<file path="src/rtl/mips_multicycle_ctrl.sv">
// mips_multicycle_ctrl: registered multicycle MIPS control FSM with memory wait handshake, in-block branch resolution and a sticky illegal trap.
module mips_multicycle_ctrl #(
  parameter int MEM_WAIT   = 0,
  parameter bit ENABLE_IMM = 1,
  parameter bit ENABLE_JAL = 1
) (
  input  logic        clk,
  input  logic        rst,
  input  logic [31:0] instr,
  input  logic        zero,
  input  logic        mem_ready,
  output logic        pc_write,
  output logic        iord,
  output logic        mem_read,
  output logic        mem_write,
  output logic        ir_write,
  output logic [1:0]  mem_to_reg,
  output logic [1:0]  reg_dst,
  output logic        reg_write,
  output logic [1:0]  pc_source,
  output logic [2:0]  alu_op,
  output logic        alu_src_a,
  output logic [1:0]  alu_src_b,
  output logic        illegal,
  output logic [3:0]  state
);
  localparam logic [3:0] FETCH  = 4'd0,  DECODE = 4'd1,  EXEC_M = 4'd2,  MEM_L = 4'd3;
  localparam logic [3:0] WB_L   = 4'd4,  MEM_S  = 4'd5,  EXEC_R = 4'd6,  WB_R  = 4'd7;
  localparam logic [3:0] EXEC_B = 4'd8,  EXEC_J = 4'd9,  EXEC_I = 4'd10, WB_I  = 4'd11;
  localparam logic [3:0] TRAP   = 4'd15;
  localparam logic [5:0] OP_R = 6'b000000, OP_LW = 6'b100011, OP_SW = 6'b101011;
  localparam logic [5:0] OP_BEQ = 6'b000100, OP_BNE = 6'b000101, OP_J = 6'b000010, OP_JAL = 6'b000011;
  localparam logic [3:0] WAIT = 4'(MEM_WAIT);
  logic [3:0] state_q, state_d, cnt_q, cnt_d;
  logic [5:0] op, fn;
  logic       is_jr, is_jal, is_imm, done;
  logic       unused;
  assign op     = instr[31:26];
  assign fn     = instr[5:0];
  assign unused = ^instr[25:6];
  assign is_jr  = ENABLE_JAL && op == OP_R && fn == 6'b001000;
  assign is_jal = ENABLE_JAL && op == OP_JAL;
  assign is_imm = ENABLE_IMM && (op == 6'b001000 || op == 6'b001010 || op == 6'b001100 || op == 6'b001101);
  assign done   = cnt_q == WAIT && mem_ready;
  assign state  = state_q;
  always_comb begin
    state_d = TRAP;
    case (state_q)
      FETCH:  state_d = done ? DECODE : FETCH;
      DECODE: state_d = op == OP_R ? (is_jr ? EXEC_J : EXEC_R)
                      : (op == OP_LW || op == OP_SW) ? EXEC_M
                      : (op == OP_BEQ || op == OP_BNE) ? EXEC_B
                      : (op == OP_J || is_jal) ? EXEC_J
                      : is_imm ? EXEC_I : TRAP;
      EXEC_M: state_d = op == OP_LW ? MEM_L : op == OP_SW ? MEM_S : TRAP;
      MEM_L:  state_d = done ? WB_L : MEM_L;
      MEM_S:  state_d = done ? FETCH : MEM_S;
      EXEC_R: state_d = WB_R;
      EXEC_I: state_d = WB_I;
      WB_L, WB_R, WB_I, EXEC_B, EXEC_J: state_d = FETCH;
      default: state_d = TRAP;
    endcase
    // Counter restarts whenever the state changes, so each memory state sees it at 0 on entry.
    cnt_d = state_d != state_q ? 4'd0 : cnt_q < WAIT ? cnt_q + 4'd1 : cnt_q;
  end
  always_ff @(posedge clk) begin
    if (rst) begin
      state_q <= FETCH;
      cnt_q   <= 4'd0;
    end else begin
      state_q <= state_d;
      cnt_q   <= cnt_d;
    end
  end
  always_comb begin
    pc_write   = 1'b0;
    iord       = 1'b0;
    mem_read   = 1'b0;
    mem_write  = 1'b0;
    ir_write   = 1'b0;
    mem_to_reg = 2'b00;
    reg_dst    = 2'b00;
    reg_write  = 1'b0;
    pc_source  = 2'b00;
    alu_op     = 3'b000;
    alu_src_a  = 1'b0;
    alu_src_b  = 2'b00;
    illegal    = 1'b0;
    case (state_q)
      FETCH: begin
        mem_read  = 1'b1;
        alu_src_b = 2'b01;
        ir_write  = done;
        pc_write  = done;
      end
      DECODE: alu_src_b = 2'b11;
      EXEC_M: begin
        alu_src_a = 1'b1;
        alu_src_b = 2'b10;
      end
      MEM_L: begin
        iord     = 1'b1;
        mem_read = 1'b1;
      end
      WB_L: begin
        reg_write  = 1'b1;
        mem_to_reg = 2'b01;
      end
      MEM_S: begin
        iord      = 1'b1;
        mem_write = 1'b1;
      end
      EXEC_R: begin
        alu_src_a = 1'b1;
        alu_op    = 3'b010;
      end
      WB_R: begin
        reg_write = 1'b1;
        reg_dst   = 2'b01;
      end
      EXEC_I: begin
        alu_src_a = 1'b1;
        alu_src_b = 2'b10;
        alu_op    = 3'b011;
      end
      WB_I: reg_write = 1'b1;
      EXEC_B: begin
        alu_src_a = 1'b1;
        alu_op    = 3'b001;
        pc_source = 2'b01;
        pc_write  = zero ^ instr[26];
      end
      EXEC_J: begin
        pc_write   = 1'b1;
        pc_source  = is_jr ? 2'b11 : 2'b10;
        reg_write  = is_jal;
        reg_dst    = is_jal ? 2'b10 : 2'b00;
        mem_to_reg = is_jal ? 2'b10 : 2'b00;
      end
      default: illegal = 1'b1;
    endcase
    if (rst) begin
      {pc_write, iord, mem_read, mem_write, ir_write, reg_write, alu_src_a, illegal} = '0;
      {mem_to_reg, reg_dst, pc_source, alu_src_b} = '0;
      alu_op = 3'b000;
    end
  end
endmodule

</file>
<file path="config.mk">
export PLATFORM = sky130hd
export DESIGN_NAME = mips_multicycle_ctrl
export DESIGN_NICKNAME = d
export VERILOG_FILES = /design/src/rtl/mips_multicycle_ctrl.sv
export SDC_FILE = /design/constraint.sdc
export NUM_CORES = 1
export LEC_CHECK = 0
export ABC_CLOCK_PERIOD_IN_PS = 1900
export BUFFER_PORTS_ARGS = -buffer_cell sky130_fd_sc_hd__buf_2
export CAP_MARGIN = 20
export CORE_AREA = 2 2 44 46
export CTS_BUF_LIST = sky130_fd_sc_hd__clkbuf_4 sky130_fd_sc_hd__clkbuf_8
export DETAILED_ROUTE_END_ITERATION = 12
export DIE_AREA = 0 0 46 48
export GPL_ROUTABILITY_DRIVEN = 0
export GPL_TIMING_DRIVEN = 0
export PLACE_DENSITY = 0.78
export SLEW_MARGIN = 0
export SYNTH_ARGS = -nofsm -noshare
export SYNTH_HDL_FRONTEND = slang
export SYNTH_SLANG_ARGS = --single-unit
</file>
<file path="constraint.sdc">
create_clock -name clk -period 1.9 [get_ports clk]
set_clock_uncertainty 0.2 [all_clocks]
set_input_delay 0.095 -clock clk [delete_from_list [all_inputs] [get_ports clk]]
set_output_delay 0.095 -clock clk [all_outputs]
set_load 0.01 [all_outputs]
</file>
# Word level (Yosys, flattened, before mapping)
# Cells that the tools add are included.
[classes]
magnitude_cmp = 1
n_addsub = 1
bitwise = 1
muxes = 40
n_eq_ne = 23
n_reduce_logical = 19
[ops]
columns = ["op", "n"]
rows = [
  ["4-bit one-hot mux with 8 select lines", 1],
  ["6-bit by 4-bit == test with 1-bit output (second input constant)", 5],
  ["4-bit 2-to-1 mux", 5],
  ["3-bit 2-to-1 mux", 6],
  ["4-bit by 3-bit == test with 1-bit output (second input constant)", 4],
  ["4-bit == test (second input constant)", 4],
  ["1-bit 2-to-1 mux", 16],
  ["6-bit by 2-bit == test with 1-bit output (second input constant)", 2],
  ["6-bit by 3-bit == test with 1-bit output (second input constant)", 2],
  ["6-bit == test (second input constant)", 2],
  ["2-bit one-hot mux with 2 select lines", 3],
  ["2-bit one-hot mux with 3 select lines", 2],
  ["12-bit OR reduction", 1],
  ["2-bit 2-to-1 mux", 5],
  ["4-bit by 2-bit == test with 1-bit output (second input constant)", 2],
  ["4-bit logical NOT", 2],
  ["2-bit OR reduction", 4],
  ["6-bit logical NOT", 1],
  ["1-bit logical OR", 6],
  ["5-bit OR reduction", 1],
  ["4-bit by 1-bit adder with 4-bit output (second input constant)", 1],
  ["4-bit by 1-bit == test with 1-bit output (second input constant)", 1],
  ["4-bit by 1-bit less-than comparator with 1-bit output (second input constant)", 1],
  ["4-bit inequality test", 1],
  ["other kinds (6)", 7],
]
[word_totals]
input_bits = 36
ff_bits = 8

# Longest topological paths before layout
[logic_depth]
word_depth = 12
mapped_depth = 5

# Worst setup path after synthesis
# OpenSTA, ideal clock, no wires.
[synth_path]
path_type = "register -> output"
from = "register state_q[2] (netlist: state[2])"
to = "output reg_write"
n_path_buf = 1
path_stages_with_launch = 6
path_slack_ps = 70
t_arrival_ps = 1535
cell_sequence = "dfxtp_1 clkbuf_1 nand2b_1 nor3_1 and3_1 o21bai_1"
[synth_between]
elab_chain_len = 4
[synth_rtl]
columns = ["element", "line", "text"]
rows = [
  ["start, declared", "34", "logic [3:0] state_q, state_d, cnt_q, cnt_d;"],
  ["start signal, assigned", "71", "state_q <= state_d;"],
  ["4-bit == test or 4-bit by 3-bit == test with 1-bit output (tied branches)", "89", "case (state_q)"],
  ["3-bit OR reduction (no source line)", "--", ""],
  ["1-bit one-hot mux with 2 select lines (*)", "89", ""],
  ["1-bit 2-to-1 mux (*)", "142", "if (rst) begin"],
  ["end, declared", "19", "output logic reg_write,"],
]
# Mark *: on every way between the ends. The rest lies on a longest branch, timed or not.

# Final worst setup path
[layout_path]
from = "register state_q[0] (netlist: state[0])"
to = "output reg_write"
# Same word-level chain as after synthesis.

==> results_dict.tcl <==
set metrics [dict create \
    dp_slack_ns 0.106 \
    rows 15 \
    clkPwrFrac 0.096 \
    path_clk_slew_ns 0.04 \
    hold_viol 0 \
    cp.required_ns 1.60 \
    synth_edf_count 0 \
    path_cells "clkbuf_4 > nand2b_4 > nor3_4 > and3_1 > o21bai_1 > buf_2" \
    drtPass1Iterations 4 \
    largest_reg_flops 4 \
    tns_ns 0 \
    grt_pass1_wl_um 2940 \
    seq_power_share 0.163 \
    rr_startpoint "state[3]" \
    ir_drop_mv 0.389 \
    post-route-period-util 0.941 \
    leakagePower_nw 0.418 \
    r2r_end "state[0]" \
    grt_max_degree 11 \
    startpoint_type "register" \
    relSlewSlack 0.605 \
    cpPeakStageDelay_ns 0.31 \
    die-area_sq_um 2210 \
    hp-class "input port to register" \
    cts-root-buf "clkbuf_4" \
    wl_met3_um 114 \
    antenna_found_initial 0 \
    rsz0062_at_grt "false" \
    cts.sink_count 4 \
    syn_area_sq_um 633 \
    dp_hpwl_um 1420 \
    routed_wl_um 1850 \
    sw_frac_of_total 0.505 \
    p_per_area_nw_per_um2 1250 \
    core_area_sq_um 1690 \
    insertion_delay_ns 0.24 \
    endpoint_kind "primary output" \
    max_cap_violations 0 \
    cts_tree "done" \
    seq_area_frac_synth 0.126 \
    power.switching_uw 567 \
    die_h_um 48 \
    start_util 0.375 \
    outcome "completed" \
    critPathKind "register to primary output" \
    num_antenna_cells 0 \
    cts_made_buffers 3 \
    cp.arrival_ns 1.49 \
    synth_seq_cells 4 \
    syn_inst 93 \
    worstMarginPinSlew_ns 0.587 \
    syn_nets 129 \
    wl_per_cell_um 12.4 \
    ant_nets 0 \
    final_nets 170 \
    synth.avg_cell_area_sq_um 6.81 \
    maxUsedRoutingLayer "met4" \
    setup_ws_ns 0.111 \
    synth_cell_type_count 42 \
    drv_slew 0 \
    layout_min_cycle_time_ns 1.79 \
    endpoint "reg_write" \
    vias 861 \
    min_delay_path_depth 4 \
    post-route-drc-count 0 \
    grt.overflow.total 0 \
    area_growth_syn_to_layout_pct 41.9 \
    drive_gt1_frac 0.409 \
    fillCellCount 171 \
    ioPinCount 59 \
    wl_met2_um 923 \
    r2r_slack_ns 0.20 \
    cpMaxStageDelayCell "dfxtp_1" \
    clockBufferDepth 2 \
    ys_warn_count 0 \
    p_int_uw 556 \
    comb_power_share 0.740 \
    crit_start "state[0]" \
    dieWidth_um 46 \
    async_flop_share 0 \
    viasPerCell 5.78 \
    wl_met1_um 803 \
    h-tree-depth 1 \
    drt_iter0_drc 24 \
    grtUsageTotal 0.176 \
    critPathMaxFanout 9 \
    setup_violations 0 \
    cts_hold_buf 0 \
    fmax_mhz 559 \
    io_buffers 37 \
    reg2reg_depth 4 \
    synthFlopType "dfxtp_1" \
    grt_pass1_vias 706 \
]
==> power by group through the flow <==
stage	registers, mW	logic [mW]	clock network (mW)
6_report	0.183	0.831	0.108
5_1_grt	0.191	0.914	0.113
4_1_cts	0.161	0.805	0.110
3_5_place_dp	0.156	0.782	0
3_3_place_gp	0.154	0.776	0
2_1_floorplan	0.172	0.530	0
==> worst min-delay path by stage <==
stage	start	to	slack [ns]
after CTS	instr[29]	state[1]	0.1
after detailed placement	rst	pc_source[1]	0.28
after floorplan	rst	pc_source[1]	0.05
after global routing	instr[30]	state[2]	0.14
final	instr[29]	state[1]	0.09
after global placement	rst	pc_source[1]	0.27
==> logic make-up (layout without fill, tap and decap cells) <==
group                  after synthesis  after routing  share of synthesized area
AO/OA/AOI/OAI                       24             24                      0.285
XOR/XNOR                             2              2                     0.0277
multiplexers                         1              1                     0.0158
other                                1              1                    0.00592
buffers and inverters               10             49                     0.0692
AND/OR/NAND/NOR                     51             51                      0.470
flip-flops                           4              4                      0.126
==> layer usage <==
layer  GRT usage  vias up
met4      0.0571        0
met1       0.222      386
met3      0.0302        2
met2       0.303       38
li1            -      435
met5           0        -
==> repair_timing <==
| item | CTS | global route |
|---|---|---|
| gates resized for setup | 4 | 10 |
| pin swaps | 0 | 1 |
| hold endpoints to repair | 0 | 0 |
| buffers inserted | 0 | 0 |
| endpoints found under the setup margin | 4 | 6 |
==> Yosys cell counts, types with 2 or more instances <==
cell type / n / area (sq um)
nor3_1: 10 / 50.1
nor2_1: 9 / 33.8
clkbuf_1: 6 / 22.5
nand2b_1: 6 / 37.5
nand2_1: 5 / 18.8
a21oi_1: 4 / 20.0
dfxtp_1: 4 / 80.1
and3_1: 3 / 18.8
nor4_1: 3 / 18.8
a211oi_1: 2 / 15.0
a21o_1: 2 / 15.0
a31oi_1: 2 / 12.5
buf_2: 2 / 10.0
nand3_1: 2 / 10.0
nand4_1: 2 / 12.5
nor4b_1: 2 / 17.5
o21ai_0: 2 / 10.0
o21bai_1: 2 / 15.0
o22ai_1: 2 / 12.5
==> critical path, delay by kind of cell (launching register included) <==
kind,cells,cell delay [ns]
AO/OA/AOI/OAI,1,0.11
buffers and inverters,2,0.34
flip-flops,1,0.31
AND/OR/NAND/NOR,3,0.49
==> cells in the final DEF (no fill, tap or decap), drive strengths merged, types with 2 or more instances in the layout <==
master	synthesis	routed
a211oi	2	2
a21o	2	2
a21oi	4	4
a31oi	2	2
and3	3	3
buf	3	38
clkbuf	6	10
dfxtp	4	4
nand2	5	5
nand2b	6	6
nand3	2	2
nand4	2	2
nor2	9	9
nor3	10	10
nor4	3	3
nor4b	2	2
o21ai	3	3
o21bai	2	2
o22ai	2	2
or4b	2	2
==> through the flow <==
stage | hold WS (ns) | std cells | util | power [mW] | instance area (sq um)
finish | 0.0871 | 149 | 0.532 | 1.12 | 898
global route | 0.140 | 149 | 0.532 | 1.22 | 898
CTS | 0.0968 | 150 | 0.519 | 1.08 | 876
detailed placement | 0.280 | 147 | 0.497 | 0.938 | 840
global placement | 0.268 | 147 | 0.497 | 0.930 | 840
floorplan | 0.0547 | 93 | - | 0.702 | 633
==> layout make-up <==
type	instances	area, sq um	area share
plain buffers	8	46.3	0.0515
clock buffers	3	22.5	0.0251
inverters	1	3.75	0.00418
multi-input cells	79	538	0.599
flip-flops and latches	4	81.3	0.0905
well taps	17	21.3	0.0237
repair buffers	37	185	0.206
Power figures use the tool's default switching activity.
